<file path="config.mk">
export PLATFORM = sky130hd
export DESIGN_NAME = pc_flow_ctrl
export DESIGN_NICKNAME = d
export VERILOG_FILES = /design/src/rtl/pc_flow_ctrl.sv
export SDC_FILE = /design/constraint.sdc
export NUM_CORES = 1
export LEC_CHECK = 0
export CAP_MARGIN = 20
export CORE_UTILIZATION = 45
export CTS_CLUSTER_SIZE = 8
export DETAILED_ROUTE_END_ITERATION = 7
export MAX_ROUTING_LAYER = met4
export PLACE_DENSITY = 0.73
export SYNTH_ARGS = -nofsm -noshare
export SYNTH_HDL_FRONTEND = slang
export SYNTH_SLANG_ARGS = --single-unit
</file>
<file path="constraint.sdc">
create_clock -name CLK -period 5 [get_ports CLK]
set_input_delay 0.5 -clock CLK [delete_from_list [all_inputs] [get_ports CLK]]
set_output_delay 0.5 -clock CLK [all_outputs]
set_load 0.005 [all_outputs]
</file>
<file path="src/rtl/pc_flow_ctrl.sv">
// Program-counter / flow-control sequencer: picks sequential, jump or conditional
// branch targets, freezes on memory stalls and flags committed redirects.
module pc_flow_ctrl #(
    parameter int                  PC_WIDTH = 32,
    parameter logic [PC_WIDTH-1:0] RESET_PC = '0,
    parameter logic [7:0]          OP_J     = 8'h06,
    parameter logic [7:0]          OP_BEQ   = 8'h07,
    parameter logic [7:0]          OP_BNE   = 8'h0D
) (
    input  logic                CLK,
    input  logic                RESET,
    input  logic                BUSYWAIT,
    input  logic [7:0]          OPCODE,
    input  logic [7:0]          OFFSET,
    input  logic                ZERO,
    output logic [PC_WIDTH-1:0] PC,
    output logic [PC_WIDTH-1:0] PC_PLUS4,
    output logic                BRANCH_TAKEN,
    output logic                FETCH_VALID
);

    typedef enum logic [1:0] {
        S_BOOT,
        S_RUN,
        S_STALL
    } state_t;

    state_t              r_state, w_state_nxt;
    logic [PC_WIDTH-1:0] r_pc, w_pc_nxt;
    logic                r_bt, w_bt_nxt;
    logic                r_fv, w_fv_nxt;

    logic [PC_WIDTH-1:0] w_pc_plus4;
    logic [PC_WIDTH-1:0] w_off_ext;
    logic [PC_WIDTH-1:0] w_target;
    logic                w_take;

    // Word offset: sign-extend the 8-bit field and scale by 4 (needs PC_WIDTH >= 10).
    assign w_pc_plus4 = r_pc + PC_WIDTH'(4);
    assign w_off_ext  = {{(PC_WIDTH-10){OFFSET[7]}}, OFFSET, 2'b00};
    assign w_target   = w_pc_plus4 + w_off_ext;
    assign w_take     = (OPCODE == OP_J)
                      | ((OPCODE == OP_BEQ) &  ZERO)
                      | ((OPCODE == OP_BNE) & ~ZERO);

    always_comb begin
        w_state_nxt = r_state;
        w_pc_nxt    = r_pc;
        w_bt_nxt    = 1'b0;
        w_fv_nxt    = r_fv;
        case (r_state)
            S_BOOT: begin
                w_state_nxt = S_RUN;
                w_fv_nxt    = 1'b1;
            end
            S_RUN, S_STALL: begin
                // A stalled branch is re-evaluated with whatever ZERO holds at release.
                if (BUSYWAIT) begin
                    w_state_nxt = S_STALL;
                end else begin
                    w_state_nxt = S_RUN;
                    w_pc_nxt    = w_take ? w_target : w_pc_plus4;
                    w_bt_nxt    = w_take;
                end
            end
            default: begin
                w_state_nxt = S_BOOT;
                w_fv_nxt    = 1'b0;
            end
        endcase
    end

    always_ff @(posedge CLK) begin
        if (RESET) begin
            r_state <= S_BOOT;
            r_pc    <= RESET_PC;
            r_bt    <= 1'b0;
            r_fv    <= 1'b0;
        end else begin
            r_state <= w_state_nxt;
            r_pc    <= w_pc_nxt;
            r_bt    <= w_bt_nxt;
            r_fv    <= w_fv_nxt;
        end
    end

    assign PC           = r_pc;
    assign PC_PLUS4     = w_pc_plus4;
    assign BRANCH_TAKEN = r_bt;
    assign FETCH_VALID  = r_fv;

endmodule
</file>
; Yosys cells after proc, flatten, opt, wreduce, memory -nomap -nowiden
; Index checks and enable logic that the tools add are counted.
[op_classes]
muxes = 4
add_sub_neg = 2
bitwise = 7
eq_ne = 5
n_reduce_logical = 4
[op_table]
columns = operator, count
row1 = $add 32x3->32 const B, 1
row2 = $add 32x32->32, 1
row3 = $mux 32, 1
row4 = $eq 8x3->1 const B, 2
row5 = $eq 8x4->1 const B, 1
row6 = $pmux 2 s2, 1
row7 = $not 1->1, 3
row8 = $reduce_or 3->1, 1
row9 = $and 1x1->1, 2
row10 = $eq 2x1->1 const B, 1
row11 = $eq 2x2->1 const B, 1
row12 = $logic_not 2->1, 1
row13 = $mux 2, 1
row14 = $or 1x1->1, 2
row15 = $pmux 1 s2, 1
row16 = $reduce_and 2->1, 1
row17 = $reduce_or 2->1, 1
[totals]
elab_cells = 26
regBits = 36
output_inout_bits = 66
in_bits = 20

; Depth between registers and ports, before layout
; Gate-level depths: netlist of run 1.
[logic_depth]
word_depth = 5
depth_mapped = 18
depth_no_buf = 16

; Worst setup path after synthesis of run 1
; OpenSTA, ideal clock, no wires.
[synth_timing]
path_kind = reg-to-reg
from = register r_pc[2], in the netlist PC[2]
to = register r_pc[31], in the netlist PC[31]
synth_period_minus_slack_ns = 4.046
setup_time_ns = 0.067
required_ns = 4.933
path_stages_with_launch = 17
n_path_buf = 2
t_arrival_ns = 3.978
slack_ns = 0.954
path_cell_list = dfxtp_1 -> ha_1 -> nand4_1 -> nor4_1 -> and3_1 -> clkbuf_1 -> xor2_1 -> ha_1 -> clkbuf_1 -> a21o_1 -> a21o_1 -> a21oi_1 -> a21oi_1 -> a221o_1 -> o41a_1 -> a31o_1 -> a21oi_2
[synth_between]
elab_chain_cells = 3
[synth_lines]
columns = element, line
row1 = "start, declared", 29  ; logic [PC_WIDTH-1:0] r_pc, w_pc_nxt;
row2 = "start signal, assigned", 81  ; r_pc <= w_pc_nxt;
row3 = $add 32x3->32, 39  ; assign w_pc_plus4 = r_pc + PC_WIDTH'(4);
row4 = via PC_PLUS4[24], 17  ; output logic [PC_WIDTH-1:0] PC_PLUS4,
row5 = $add 32x32->32, 41  ; assign w_target = w_pc_plus4 + w_off_ext;
row6 = $mux 32, 62  ; w_pc_nxt = w_take ? w_target : w_pc_plus4;
; The timed path passes the listed nets, and every way through them passes these cells.
; A chain may end at the register's enable or synchronous reset.

; Worst setup path after layout of run 1
[layout_timing]
from = register r_pc[4], in the netlist PC[4]
to = register r_pc[31], in the netlist PC[31]
[layout_between]
elab_chain_cells = 3
[layout_lines]
columns = element, line
row1 = $add 32x3->32 (*), 39
row2 = $add 32x32->32, 41
row3 = $mux 32 (*), 62
; Mark *: on every way between the ends. The rest lies on a longest branch, timed or not.

==> out/metrics.yaml, run 1 <==
fin_skew_ns: 0.00538
numPortBuffers: 81
grt_remaining_overflow: 0
fmax_mhz: 228
gr-usage-all-layers: 0.264
setup_violations: 0
numClockSinks: 34
die_x_microns: 94.4
tns_ns: 0
ios: 86
startpoint_type: "register"
cp_max_fo: 8
synth-async-reset-ratio: 0
synth-edff-count: 0
ir_drop_mv: 0.0847
path_clk_slew_ns: 0.08
dp_hpwl_mm: 8.47
core_sq_um: 8260
end_kind: "register"
slew_headroom: 0.425
worstSkewPairLatency_ns: 0.29
wire_per_inst_microns: 16.2
post-cts-setup-buffers: 0
ys_types: 62
grt_pass1_vias: 3673
cts_resized: 0
worstPathCellList: "nand3_1 -> or4_4 -> or2_1 -> nor2_8 -> nand3_1 -> xnor2_1 -> ha_1 -> a21o_1 -> a21oi_1 -> a21oi_1 -> a221o_1 -> o41a_1 -> a31o_1 -> a21oi_2"
crit_arrival_ns: 4.62
die_y_microns: 94.4
drv_slew: 0
cts_made_buffers: 5
diodes: 0
drive_above_1_share: 0.0492
grt_max_degree: 37
cts_tree: "yes"
drt_iter0_drc: 251
syn_area_sq_um: 3840
wl_mm: 11.3
grt_pass1_wl_mm: 18.1
max_cap_violations: 0
yosysSeqAreaShare: 0.177
syn_area_per_cell_sq_um: 7.35
antenna_found_initial: 0
nFillCells: 808
num_vias: 4068
period_share: 0.878
crit_type: "reg2reg"
synthFlopType: "dfxtp_1"
layout_min_cycle_time_ns: 4.39
drtPass1Iterations: 5
viasPerCell: 5.85
worst_pin_slew_ns: 0.859
root_buffer: "clkbuf_8"
yosys_warnings: 0
final-hold-violation-count: 0
fin_nets: 648
cp.required_ns: 5.23
htreeDepth: 2
placementRows: 33
slowest_stage: "or4_4"
cts.hold.buffers_added: 0
powerDensity_nw_per_um2: 160
dieArea_sq_um: 8910
antenna_left: 0
rsz0062_at_grt: "false"
cts_buffer_depth: 2
ys_ff_latch: 34
path_buf_inv: 0
areaGrowthSynthToFinish_pct: 24.8
synthesis.instances: 523
outcome: "complete, no violations"
drc: 0
hold_path_class: "reg2reg"
power.leakage_nw: 2.02
p_total_mw: 0.769
floorplan.initialDensity: 0.465
cpPeakStageDelay_ns: 0.57
gp_congestion: 0.914
cp_top_family: "compound AO/OA/AOI/OAI gates"
==> worst register-to-register path, stage by stage (launching register included) <==
cell and delay [ns]:
dfxtp_1 0.48, nand3_1 0.15, or4_4 0.57, or2_1 0.39, nor2_8 0.20, nand3_1 0.15, xnor2_1 0.34, ha_1 0.35
a21o_1 0.17, a21oi_1 0.25, a21oi_1 0.11, a221o_1 0.38, o41a_1 0.44, a31o_1 0.20, a21oi_2 0.12
==> final timing paths <==
path | endpoint | depth (start not counted) | start | slack, ns
worst max-delay path | PC[31]$_SDFFE_PP0P_ | 14 | PC[4]$_SDFFE_PP0P_ | 0.61
worst min-delay path | FETCH_VALID$_SDFFE_PP0P_ | 2 | FETCH_VALID$_SDFFE_PP0P_ | 0.52
worst max register to register | PC[31]$_SDFFE_PP0P_ | 14 | PC[4]$_SDFFE_PP0P_ | 0.61
worst min register to register | FETCH_VALID$_SDFFE_PP0P_ | 2 | FETCH_VALID$_SDFFE_PP0P_ | 0.52
==> state kept, by name, indices dropped and copies added (netlist names) <==
| name | flops |
|---|---|
| PC | 30 |
| FETCH_VALID | 1 |
| BRANCH_TAKEN | 1 |
| r_state | 2 |
==> layout by cell type, fill, tap and decap left out, drive strengths merged, types with 10 or more instances in the layout <==
master / instances
nor3: 13
and3: 13
a21o: 18
clkdlybuf4s50: 81
a211oi: 11
ha: 38
dfxtp: 34
inv: 12
nand4: 10
xnor2: 24
a21oi: 41
nand2: 59
o21ai: 31
nand3: 22
xor2: 21
nor2: 50
==> layer usage <==
metal | global-route usage | part of all wire
met5 | - | 0
met4 | 0.0590 | 0.014
met3 | 0.0306 | 0.053
met2 | 0.428 | 0.47
met1 | 0.350 | 0.47
==> power breakdown <==
group	leakage (nW)	internal, mW	total (mW)	switching, mW
logic	1.70	0.115	0.251	0.136
registers	0.276	0.282	0.296	0.0136
clock network	0.0482	0.111	0.223	0.111
total	2.02	0.509	0.769	0.261
==> cell type report <==
type	count	area (sq um)	share of cell area
Tap cell	105	131	0.0274
Multi-Input combinational cell	448	2980	0.622
Clock inverter	1	5.00	0.00104
Clock buffer	7	86.3	0.0180
Inverter	12	45.0	0.00939
Sequential cell	34	681	0.142
Timing Repair Buffer	88	863	0.180
==> logic make-up (layout without fill, tap and decap cells) <==
kind of cell               after synthesis  in the layout  synth area share
and+or+nand+nor                        201            201             0.260
adders and majority gates               39             39             0.129
other                                    1              4          0.000976
muxes                                    7              7            0.0182
xor gates and xnor gates                45             45             0.103
AOI/OAI and AO/OA                      152            152             0.262
buffers and inverters                   44            108            0.0501
DFF                                     34             34             0.177
==> synthesized netlist by cell type, types with 3 or more instances <==
library cell | instances | area, sq um
xor2_1 | 21 | 184
xnor2_1 | 24 | 210
a31oi_1 | 4 | 25.0
clkbuf_1 | 25 | 93.8
nand2_1 | 59 | 221
and3_1 | 13 | 81.3
or3_1 | 6 | 37.5
ha_1 | 38 | 475
buf_4 | 5 | 37.5
nor4_1 | 3 | 18.8
a21oi_1 | 40 | 200
mux2i_1 | 7 | 70.1
nand3_1 | 21 | 105
nor2_1 | 49 | 184
a21o_1 | 18 | 135
nor2b_1 | 7 | 43.8
a22oi_1 | 3 | 22.5
a311oi_1 | 5 | 43.8
o22ai_1 | 4 | 25.0
a211oi_1 | 11 | 82.6
o21bai_1 | 4 | 30.0
inv_1 | 11 | 41.3
dfxtp_1 | 34 | 681
nor3_1 | 13 | 65.1
o21ai_1 | 4 | 20.0
nand2b_1 | 4 | 25.0
o21a_1 | 4 | 30.0
or2_2 | 3 | 18.8
o21ai_0 | 27 | 135
a221oi_1 | 5 | 43.8
nand4_1 | 9 | 56.3
and4_1 | 4 | 35.0
==> metrics by stage <==
stage | cells | util | hold WS, ns | area, sq um | setup WS, ns
final | 695 | 0.581 | 0.522 | 4790 | 0.610
after global routing | 695 | 0.581 | 0.551 | 4790 | 0.387
after CTS | 695 | 0.581 | 0.524 | 4790 | 0.647
after detailed placement | 687 | 0.570 | 0.502 | 4700 | 0.673
after global placement | 687 | 0.570 | 0.484 | 4700 | 0.804
after floorplan | 526 | - | 0.489 | 3850 | 0.954
Power figures use the tool's default switching activity.
==> inputs of run 2 (changes only) <==
Settings changed: ABC_CLOCK_PERIOD_IN_PS from default to 5000.
==> results of run 2 <==
Final layout, timing and power as in run 1 (identical DEF).
